<file path="src/rtl/esn_pkg.sv">
// rtl/esn_pkg.sv - shared FSM states, Q-format constants and saturation helper for the ESN readout
package esn_pkg;

    typedef enum logic [2:0] {
        S_IDLE,
        S_MAC,
        S_RES,
        S_UPD,
        S_OUT
    } state_t;

    localparam int XFRAC = 15;
    localparam int WFRAC = 16;

    // Clamp a wide signed value into the signed range of a ww-bit word.
    function automatic logic signed [63:0] sat_to_ww(input logic signed [63:0] v, input int ww);
        logic signed [63:0] hi;
        logic signed [63:0] lo;
        hi = (64'sd1 <<< (ww - 1)) - 64'sd1;
        lo = -(64'sd1 <<< (ww - 1));
        if (v > hi)
            return hi;
        else if (v < lo)
            return lo;
        else
            return v;
    endfunction

endpackage

</file>
<file path="src/rtl/esn_lms_readout_if.sv">
// rtl/esn_lms_readout_if.sv - input and output valid/ready streams of the ESN readout
interface esn_lms_readout_if #(
    parameter int N_X = 8,
    parameter int XW  = 16,
    parameter int WW  = 32
) ();
    logic                in_valid;
    logic                in_ready;
    logic [N_X*XW-1:0]   xstate;
    logic [WW-1:0]       target;
    logic                train;
    logic                out_valid;
    logic                out_ready;
    logic [WW-1:0]       est;
    logic [WW-1:0]       err;

    modport master (
        output in_valid, xstate, target, train, out_ready,
        input  in_ready, out_valid, est, err
    );

    modport slave (
        input  in_valid, xstate, target, train, out_ready,
        output in_ready, out_valid, est, err
    );
endinterface

</file>
<file path="src/rtl/esn_sat_mac.sv">
// rtl/esn_sat_mac.sv - combinational multiply, arithmetic shift and saturating add
module esn_sat_mac
    import esn_pkg::*;
#(
    parameter int XW       = 16,
    parameter int WW       = 32,
    parameter int MU_SHIFT = 8
) (
    input  logic signed [WW-1:0] coef,
    input  logic signed [XW-1:0] x,
    input  logic signed [WW-1:0] base,
    input  logic                 upd,
    output logic signed [WW-1:0] sum
);
    localparam int PW = XW + WW;

    logic signed [PW-1:0] prod;
    logic signed [PW-1:0] shifted;
    logic signed [63:0]   total;
    logic signed [63:0]   clamped;

    // MAC scales the product back to Q16.16; UPD additionally applies the LMS step.
    always_comb begin
        prod    = coef * x;
        shifted = upd ? (prod >>> (XFRAC + MU_SHIFT)) : (prod >>> XFRAC);
        total   = 64'(shifted) + 64'(base);
        clamped = sat_to_ww(total, WW);
        sum     = clamped[WW-1:0];
    end
endmodule

</file>
<file path="src/rtl/esn_lms_readout.sv">
// rtl/esn_lms_readout.sv - serial ESN readout with LMS training; ESN_READOUT_BIAS_EN adds a bias weight
module esn_lms_readout
    import esn_pkg::*;
#(
    parameter int N_X      = 8,
    parameter int XW       = 16,
    parameter int WW       = 32,
    parameter int MU_SHIFT = 8,
`ifdef ESN_READOUT_BIAS_EN
    localparam int NW      = N_X + 1
`else
    localparam int NW      = N_X
`endif
) (
    input  logic                 clk,
    input  logic                 rst,
    esn_lms_readout_if.slave     bus,
    input  logic                 clear_w,
    output logic [NW*WW-1:0]     w_out,
    output logic                 busy
);
    localparam int IW = (NW > 1) ? $clog2(NW) : 1;

    state_t                state;
    logic signed [WW-1:0]  w [NW];
    logic signed [WW-1:0]  acc;
    logic [IW-1:0]         idx;
    logic [N_X*XW-1:0]     xreg;
    logic signed [WW-1:0]  tgt;
    logic                  trn;
    logic signed [WW-1:0]  est_r;
    logic signed [WW-1:0]  err_r;
    logic                  out_valid_r;

    logic signed [XW-1:0]  xs [NW];
    logic signed [WW-1:0]  mac_sum;
    logic signed [63:0]    diff;
    logic                  last;

    always_comb begin
        for (int i = 0; i < N_X; i++)
            xs[i] = xreg[i*XW +: XW];
`ifdef ESN_READOUT_BIAS_EN
        xs[N_X] = {1'b0, {(XW-1){1'b1}}};
`endif
        for (int i = 0; i < NW; i++)
            w_out[i*WW +: WW] = w[i];
        diff = sat_to_ww(64'(tgt) - 64'(acc), WW);
        last = (idx == IW'(NW - 1));
    end

    // One arithmetic unit: MAC uses (W, acc), UPD uses (err, W) on the same idx.
    esn_sat_mac #(.XW(XW), .WW(WW), .MU_SHIFT(MU_SHIFT)) u_mac (
        .coef (state == S_UPD ? err_r : w[idx]),
        .x    (xs[idx]),
        .base (state == S_UPD ? w[idx] : acc),
        .upd  (state == S_UPD),
        .sum  (mac_sum)
    );

    assign bus.in_ready  = (state == S_IDLE) && !clear_w;
    assign bus.out_valid = out_valid_r;
    assign bus.est       = est_r;
    assign bus.err       = err_r;
    assign busy          = (state != S_IDLE);

    always_ff @(posedge clk or posedge rst) begin
        if (rst) begin
            state       <= S_IDLE;
            for (int i = 0; i < NW; i++)
                w[i] <= '0;
            acc         <= '0;
            idx         <= '0;
            xreg        <= '0;
            tgt         <= '0;
            trn         <= 1'b0;
            est_r       <= '0;
            err_r       <= '0;
            out_valid_r <= 1'b0;
        end else begin
            case (state)
                S_IDLE: begin
                    if (clear_w) begin
                        for (int i = 0; i < NW; i++)
                            w[i] <= '0;
                    end else if (bus.in_valid) begin
                        xreg  <= bus.xstate;
                        tgt   <= bus.target;
                        trn   <= bus.train;
                        acc   <= '0;
                        idx   <= '0;
                        state <= S_MAC;
                    end
                end
                S_MAC: begin
                    acc <= mac_sum;
                    if (last) begin
                        idx   <= '0;
                        state <= S_RES;
                    end else begin
                        idx <= idx + 1'b1;
                    end
                end
                S_RES: begin
                    est_r <= acc;
                    err_r <= diff[WW-1:0];
                    if (trn) begin
                        state <= S_UPD;
                    end else begin
                        out_valid_r <= 1'b1;
                        state       <= S_OUT;
                    end
                end
                S_UPD: begin
                    w[idx] <= mac_sum;
                    if (last) begin
                        idx         <= '0;
                        out_valid_r <= 1'b1;
                        state       <= S_OUT;
                    end else begin
                        idx <= idx + 1'b1;
                    end
                end
                S_OUT: begin
                    if (bus.out_ready) begin
                        out_valid_r <= 1'b0;
                        state       <= S_IDLE;
                    end
                end
                default: state <= S_IDLE;
            endcase
        end
    end
endmodule
</file>
<file path="src/flat_wrapper.sv">
// flat-port wrapper written by rule: the top's interface ports become plain ports
module esn_lms_readout_flat import esn_pkg::*;
#(
    parameter int N_X      = 8,
    parameter int XW       = 16,
    parameter int WW       = 32,
    parameter int MU_SHIFT = 8,

    localparam int NW      = N_X

)
  (clk, rst, clear_w, w_out, busy, bus_in_valid, bus_xstate, bus_target, bus_train, bus_out_ready, bus_in_ready, bus_out_valid, bus_est, bus_err);
  esn_lms_readout_if #(.N_X(N_X), .XW(XW), .WW(WW)) bus_i ();
  input  logic clk;
  input  logic rst;
  input  logic clear_w;
  output logic [NW*WW-1:0] w_out;
  output logic busy;
  input wire logic [$bits(bus_i.in_valid)-1:0] bus_in_valid;
  input wire logic [$bits(bus_i.xstate)-1:0] bus_xstate;
  input wire logic [$bits(bus_i.target)-1:0] bus_target;
  input wire logic [$bits(bus_i.train)-1:0] bus_train;
  input wire logic [$bits(bus_i.out_ready)-1:0] bus_out_ready;
  output wire logic [$bits(bus_i.in_ready)-1:0] bus_in_ready;
  output wire logic [$bits(bus_i.out_valid)-1:0] bus_out_valid;
  output wire logic [$bits(bus_i.est)-1:0] bus_est;
  output wire logic [$bits(bus_i.err)-1:0] bus_err;
  assign bus_i.in_valid = bus_in_valid;
  assign bus_i.xstate = bus_xstate;
  assign bus_i.target = bus_target;
  assign bus_i.train = bus_train;
  assign bus_i.out_ready = bus_out_ready;
  assign bus_in_ready = bus_i.in_ready;
  assign bus_out_valid = bus_i.out_valid;
  assign bus_est = bus_i.est;
  assign bus_err = bus_i.err;
  esn_lms_readout #(.N_X(N_X), .XW(XW), .WW(WW), .MU_SHIFT(MU_SHIFT)) u_core (.clk(clk), .rst(rst), .bus(bus_i), .clear_w(clear_w), .w_out(w_out), .busy(busy));
endmodule
</file>
<file path="config.mk">
export PLATFORM = sky130hd
export DESIGN_NAME = esn_lms_readout_flat
export DESIGN_NICKNAME = d
export VERILOG_FILES = /design/src/rtl/esn_pkg.sv /design/src/rtl/esn_lms_readout_if.sv /design/src/rtl/esn_sat_mac.sv /design/src/rtl/esn_lms_readout.sv /design/src/flat_wrapper.sv
export SDC_FILE = /design/constraint.sdc
export NUM_CORES = 2
export LEC_CHECK = 0
export CAP_MARGIN = 20
export CORE_ASPECT_RATIO = 1.1
export CORE_MARGIN = 4
export CORE_UTILIZATION = 25
export CTS_CLUSTER_DIAMETER = 100
export DETAILED_ROUTE_END_ITERATION = 8
export PLACE_DENSITY_LB_ADDON = 0.2
export RECOVER_POWER = 50
export SLEW_MARGIN = 20
export SYNTH_ARGS = -nofsm -noshare
export SYNTH_HDL_FRONTEND = slang
export SYNTH_SLANG_ARGS = --single-unit
export TNS_END_PERCENT = 1
</file>
<file path="constraint.sdc">
create_clock -name clk -period 24.3 [get_ports clk]
set_clock_uncertainty 0.05 [all_clocks]
set_input_delay 4.86 -clock clk [delete_from_list [all_inputs] [get_ports clk]]
set_output_delay 4.86 -clock clk [all_outputs]
set_load 0.01 [all_outputs]
</file>
### Word level (Yosys, flattened, before mapping)

Index checks and enable logic that the tools add are counted.

* bits in registers: 520
* latch bits: 0
* bits in writable memories: 0
* ROM bits: 0
* input port bits: 166
* output and inout port bits: 323
* logic and storage cells: 93
* memories: 0

* $add $sub $neg: 3
* multiply operators: 1
* divide/modulo/power cells: 0
* magnitude comparators: 6
* equality and inequality tests: 12
* shift operators: 0
* mux-type cells: 36
* bitwise operators: 2
* reductions and logical operators: 16

Operators with widths (number)
* 256-bit one-hot mux with 2 select lines: 1
* 32-bit two-way mux: 12
* 256-bit bitwise mux: 1
* 256-bit two-way mux: 1
* 32-bit binary-select mux with 3-bit select: 1
* 32-bit demux with 3-bit select: 1
* 32-bit one-hot mux with 2 select lines: 1
* 16-bit binary-select mux with 3-bit select: 1
* 32-bit by 16-bit multiplier with 48-bit output: 1
* 33-bit by 32-bit adder with 34-bit output: 1
* 34-bit by 32-bit > comparator with 1-bit output (second input constant): 1
* 34-bit by 32-bit < comparator with 1-bit output (second input constant): 1
* 33-bit by 32-bit > comparator with 1-bit output (second input constant): 1
* 33-bit by 32-bit < comparator with 1-bit output (second input constant): 1
* 32-bit by 32-bit subtractor with 33-bit output: 1
* 16-bit two-way mux: 2
* 3-bit two-way mux: 9
* 3-bit one-hot mux with 5 select lines: 1
* 2-bit != test (second input constant): 5
* 3-bit AND reduction: 3
* 3-bit by 2-bit equality test with 1-bit output (second input constant): 2
* 3-bit equality test (second input constant): 2
* 3-bit one-hot mux with 2 select lines: 1
* 2-bit nonzero test: 3
* other kinds (17): 22

### Longest topological paths before layout

* depth after elaboration: 13
* mapped depth: 52
* gate-level depth less buffers: 46

### Modules after synthesis

From an unflattened synthesis, not the netlist that was laid out.

* cell total of the unflattened synthesis: 4408
* area, all modules: 43561.8 um^2

Modules (own cells, without submodules)
* esn_lms_readout: times used 1, cells an instance 2040, area an instance 23399.9 um^2, seq. area each 13012.5 um^2
* esn_sat_mac: times used 1, cells an instance 2368, area an instance 20161.8 um^2, seq. area each 0.0 um^2

### Worst setup path before layout

No wires, ideal clock.

* path kind: register to register
* start: register u_core.idx[2]
* end: register u_core.w, in the netlist u_core.w_out[204]
* setup time: 126 ps
* data arrival time: 10973 ps
* data required time: 24124 ps
* path slack: 13151 ps
* stages on the path, launching flop included: 49
* path buffers: 9
* period minus slack after synthesis: 11149 ps
* cells stage by stage: dfrtp_1 -> buf_4 -> buf_2 -> buf_2 -> buf_1 -> buf_2 -> mux4_2 -> a221oi_1 -> nand2_1 -> o21ai_1 -> nor2_1 -> fa_1 -> inv_1 -> fa_1 -> fa_1 -> fa_1 -> inv_1 -> fa_1 -> [13 not listed] -> xor2_1 -> mux2i_1 -> ha_1 -> buf_2 -> a21o_1 -> a21o_1 -> a21oi_1 -> o21ai_1 -> a31oi_1 -> o31ai_4 -> a221o_1 -> o311ai_2 -> o21a_1 -> buf_4 -> nor2_1 -> buf_2 -> buf_2 -> a221o_1

* word-level cells in the longest chain between the ends: 13
* elaborated cells on any way between the ends: 23
* those cells by class: 1 x add/sub; 1 x mul; 4 x order compare; 15 x mux; 1 x bitwise; 1 x reduce/logical

Ends and longest elaborated chain
* from (decl): RTL line esn_lms_readout.sv:27 `logic [IW-1:0] idx;`
* from (signal assigned): RTL line esn_lms_readout.sv:101 `idx <= idx + 1'b1;`
* from (signal assigned): RTL line esn_lms_readout.sv:121 `idx <= idx + 1'b1;`
* 3-bit NOT with 4-bit output (not written as such) (*)
* 32-bit binary-select mux with 3-bit select: RTL line esn_lms_readout.sv:54, esn_lms_readout.sv:56
* 32-bit two-way mux (not written as such) (2 in a row): RTL line esn_lms_readout.sv:54, esn_lms_readout.sv:56
* 32-bit two-way mux: RTL line esn_lms_readout.sv:54 `.coef (state == S_UPD ? err_r : w[idx]),`
* 32-bit by 16-bit multiplier with 48-bit output: RTL line esn_sat_mac.sv:24 `prod = coef * x;`
* 32-bit two-way mux: RTL line esn_sat_mac.sv:25 `shifted = upd ? (prod >>> (XFRAC + MU_SHIFT)) : (prod >>> XFRAC);`
* 33-bit by 32-bit adder with 34-bit output: RTL line esn_sat_mac.sv:26 `total = 64'(shifted) + 64'(base);`
* 34-bit by 32-bit < comparator with 1-bit output: RTL line esn_pkg.sv:23 `else if (v < lo)`
* 32-bit two-way mux: RTL line esn_pkg.sv:23
* 32-bit two-way mux: RTL line esn_pkg.sv:21 `if (v > hi)`
* 256-bit bitwise mux (*): RTL line esn_lms_readout.sv:115 `w[idx] <= mac_sum;`
* 256-bit one-hot mux with 2 select lines (*): RTL line esn_lms_readout.sv:81 `case (state)`
* to (signal, indexed assignment): RTL line esn_lms_readout.sv:115
* to (decl): RTL line esn_lms_readout.sv:25 `logic signed [WW-1:0] w [NW];`

Mark *: on every way between the ends. The rest lies on a longest branch, timed or not. The select of a mux whose other input is x is not followed.
A chain may end at the register's enable or synchronous reset.

### Worst setup path after layout

* start: register u_core.idx[2]
* end: register u_core.w, in the netlist u_core.w_out[110]

Same word-level chain as after synthesis.

==> results.toml <==
[critical_path]
crit_path_frequent_cell = "fa_1"
cp.arrival_ns = 15.17
crit_path_start = "u_core.idx[2]"
r2r_start = "u_core.idx[2]"
start_kind = "flop"
end_kind = "flop"
critPathSlowestCell = "nor2_2"
cp_max_fo = 36
max_stage_delay_ns = 0.89
worstPathRequired_ns = 24.82
crit_type = "reg -> reg"

[status]
violations = "capacitance limit, slew limit"
status = "complete, but fails checks"

[detailed_routing]
detail_route.iter0.violations = 3096
met2_length_microns = 94900
drc = 0
routed_wl_microns = 196000
top_layer_used = "met5"
m1WireLength_microns = 78200
wl_per_cell_microns = 27.0
vias = 37100
dr.pass1.iters = 7
met3WireLength_microns = 14600
drtAntennaViolNets = 0
viasPerCell = 5.09

[clock_tree]
post_cts_buffers = 0
cts_tree = "done"
cts_buffer_depth = 3
cts_hold_buf = 0
cts_buffers = 58
htreeDepth = 2
cts_sinks = 520
path_clk_slew_ns = 0.06
cts-resized-gates = 0
cts_root_buf = "clkbuf_16"
clock_latency_ns = 0.68

[cells_and_area]
multiInputGateArea_sq_um = 27800
nFillCells = 18400
final_layout_size_suffix_gt1_share_pct = 10.4
stdcell_count = 7284
regArea_sq_um = 13000
area_delta_synth_final_pct = 22.4
layout_common_cells = "inv_1 (655), dfrtp_1 (518), nand2_1 (505)"
nNetsFinal = 5697
layout_commonest_cell = "inv_1"

[sta]
rsz0062_at_grt = "no"
drv_slew = 423
period_share_pct = 60.3
fin_setup_tns_ns = 0
slew_headroom_pct = -257
max_freq_mhz = 68.3
worst_pin_slew_ns = 5.32
hold_viol = 0
timing.final.crit_period_ns = 14.65
finalSetupViolCount = 0

[global_routing]
antenna_found_initial = 23
grt_max_degree = 150
grtUsageTotal_pct = 20.9
grt_pass1_wl_microns = 285000
grt_pass1_vias = 39100
gr-total-overflow = 0

[floorplanning]
fp.dieW_microns = 409
start_util_pct = 25.2
dieArea_sq_um = 184000
rows = 161
ios = 489
core_sq_um = 175000
die_h_microns = 449

[logic_synthesis]
synth_top_area_share_pct = 29.4
yosys_warnings = 0
yosys.area.top_type = "dfrtp_1"
synthCells = 4474
synthArstFlopShare_pct = 100
seq_area_frac_synth_pct = 29.4
ys_dominant_reg_cell = "dfrtp_1"
syn_avg_cell_area_sq_um = 9.88
synth_edf_count = 0
ys_seq_elements = 520
synth.area.top_cells = "dfrtp_1 (29%), fa_1 (22%), a221o_1 (6.3%), inv_1 (5.6%), ha_1 (5.0%)"
synth_nets = 5305
ys_types = 89
synthesis.area_sq_um = 44200

[placement]
place_inst = 7168
portBuffers = 488
dp_hpwl_microns = 150000
gp_congestion = 0.901

[job]
drv_cap = 6

[worst_hold_path]
hp-class = "reg -> reg"
holdCritStartpoint = "u_core.bus.est[4]"
-- cell type report --
type / count / share of cell area, %
Clock buffer: 86 / 3.15
Tap cell: 2363 / 5.46
Clock inverter: 20 / 0.520
Inverter: 659 / 4.57
Multi-Input combinational cell: 3013 / 51.4
Antenna cell: 9 / 0.0416
Sequential cell: 520 / 24.1
Timing Repair Buffer: 614 / 10.8
-- per-layer routing --
layer,track usage (%),up-vias
li1,-,15900
met1,25.9,19200
met2,35.5,1535
met3,4.67,378
met4,7.71,28
met5,0,-
-- path summary, 6_finish.rpt --
path                                 endpoint  slack, ns  cells after the start
setup / recovery            u_core.w_out[110]       9.65                     41
hold / removal              u_core.bus.est[4]       0.43                      2
setup reg to reg            u_core.w_out[110]       9.65                     41
hold reg to reg             u_core.bus.est[4]       0.43                      2
max in group asynchronous    u_core.w_out[91]      10.32                      4
min in group asynchronous  u_core.bus.est[29]       6.24                      2
-- metrics by stage --
stage / utilization, % / hold WS, ns / setup WS [ns] / instance area [sq um]
2_1_floorplan: - / 0.400 / 4.86 / 44200
3_3_place_gp: 29.7 / 0.414 / 9.88 / 52100
3_5_place_dp: 29.7 / 0.422 / 9.75 / 52100
4_1_cts: 30.8 / 0.436 / 9.68 / 54100
5_1_grt: 30.8 / 0.450 / 8.48 / 54100
6_report: 30.8 / 0.426 / 9.65 / 54100
-- worst max-delay path: cells and delay by family (launching register included) --
family,cells,cell delay [ns]
and+or+nand+nor,10,3.90
AOI/OAI and AO/OA,16,3.99
DFF,1,0.77
adders and majority gates,8,3.68
buffers and inverters,5,1.68
xor gates and xnor gates,1,0.31
muxes,1,0.14
-- synth_stat cells (30+ instances only) --
library cell and instances:
buf_2 50, maj3_1 30, xnor2_1 63, clkbuf_1 210, dfrtp_1 520, o21ai_0 203, and2_1 39, inv_1 657
ha_1 178, nor2b_1 55, a221oi_1 54, a221o_1 279, fa_1 487, nand2_1 506, a21oi_1 143, nor2_1 263
xor2_1 38, a21o_1 68, nand3_1 44, mux2_2 184
-- flip-flops by register name, summed over array words and instances (netlist names) --
register,cells
u_core.xreg,128
u_core.bus.est,32
u_core.bus.out_valid,1
u_core.acc,32
u_core.state,3
u_core.w_out,256
u_core.trn,1
u_core.bus.err,32
u_core.idx,3
u_core.tgt,32
-- kinds of logic after synthesis --
| kind of cell | after synthesis | synth area share (%) |
|---|---|---|
| and+or+nand+nor | 1026 | 10.1 |
| DFF | 520 | 29.4 |
| xor gates and xnor gates | 101 | 2.00 |
| buffers and inverters | 941 | 8.21 |
| muxes | 220 | 5.76 |
| AOI/OAI and AO/OA | 970 | 16.7 |
| adders and majority gates | 696 | 27.8 |
Power is left out: the tool's default activity adds up to more than one toggle a clock period on the data nets, which glitch-free logic cannot reach.
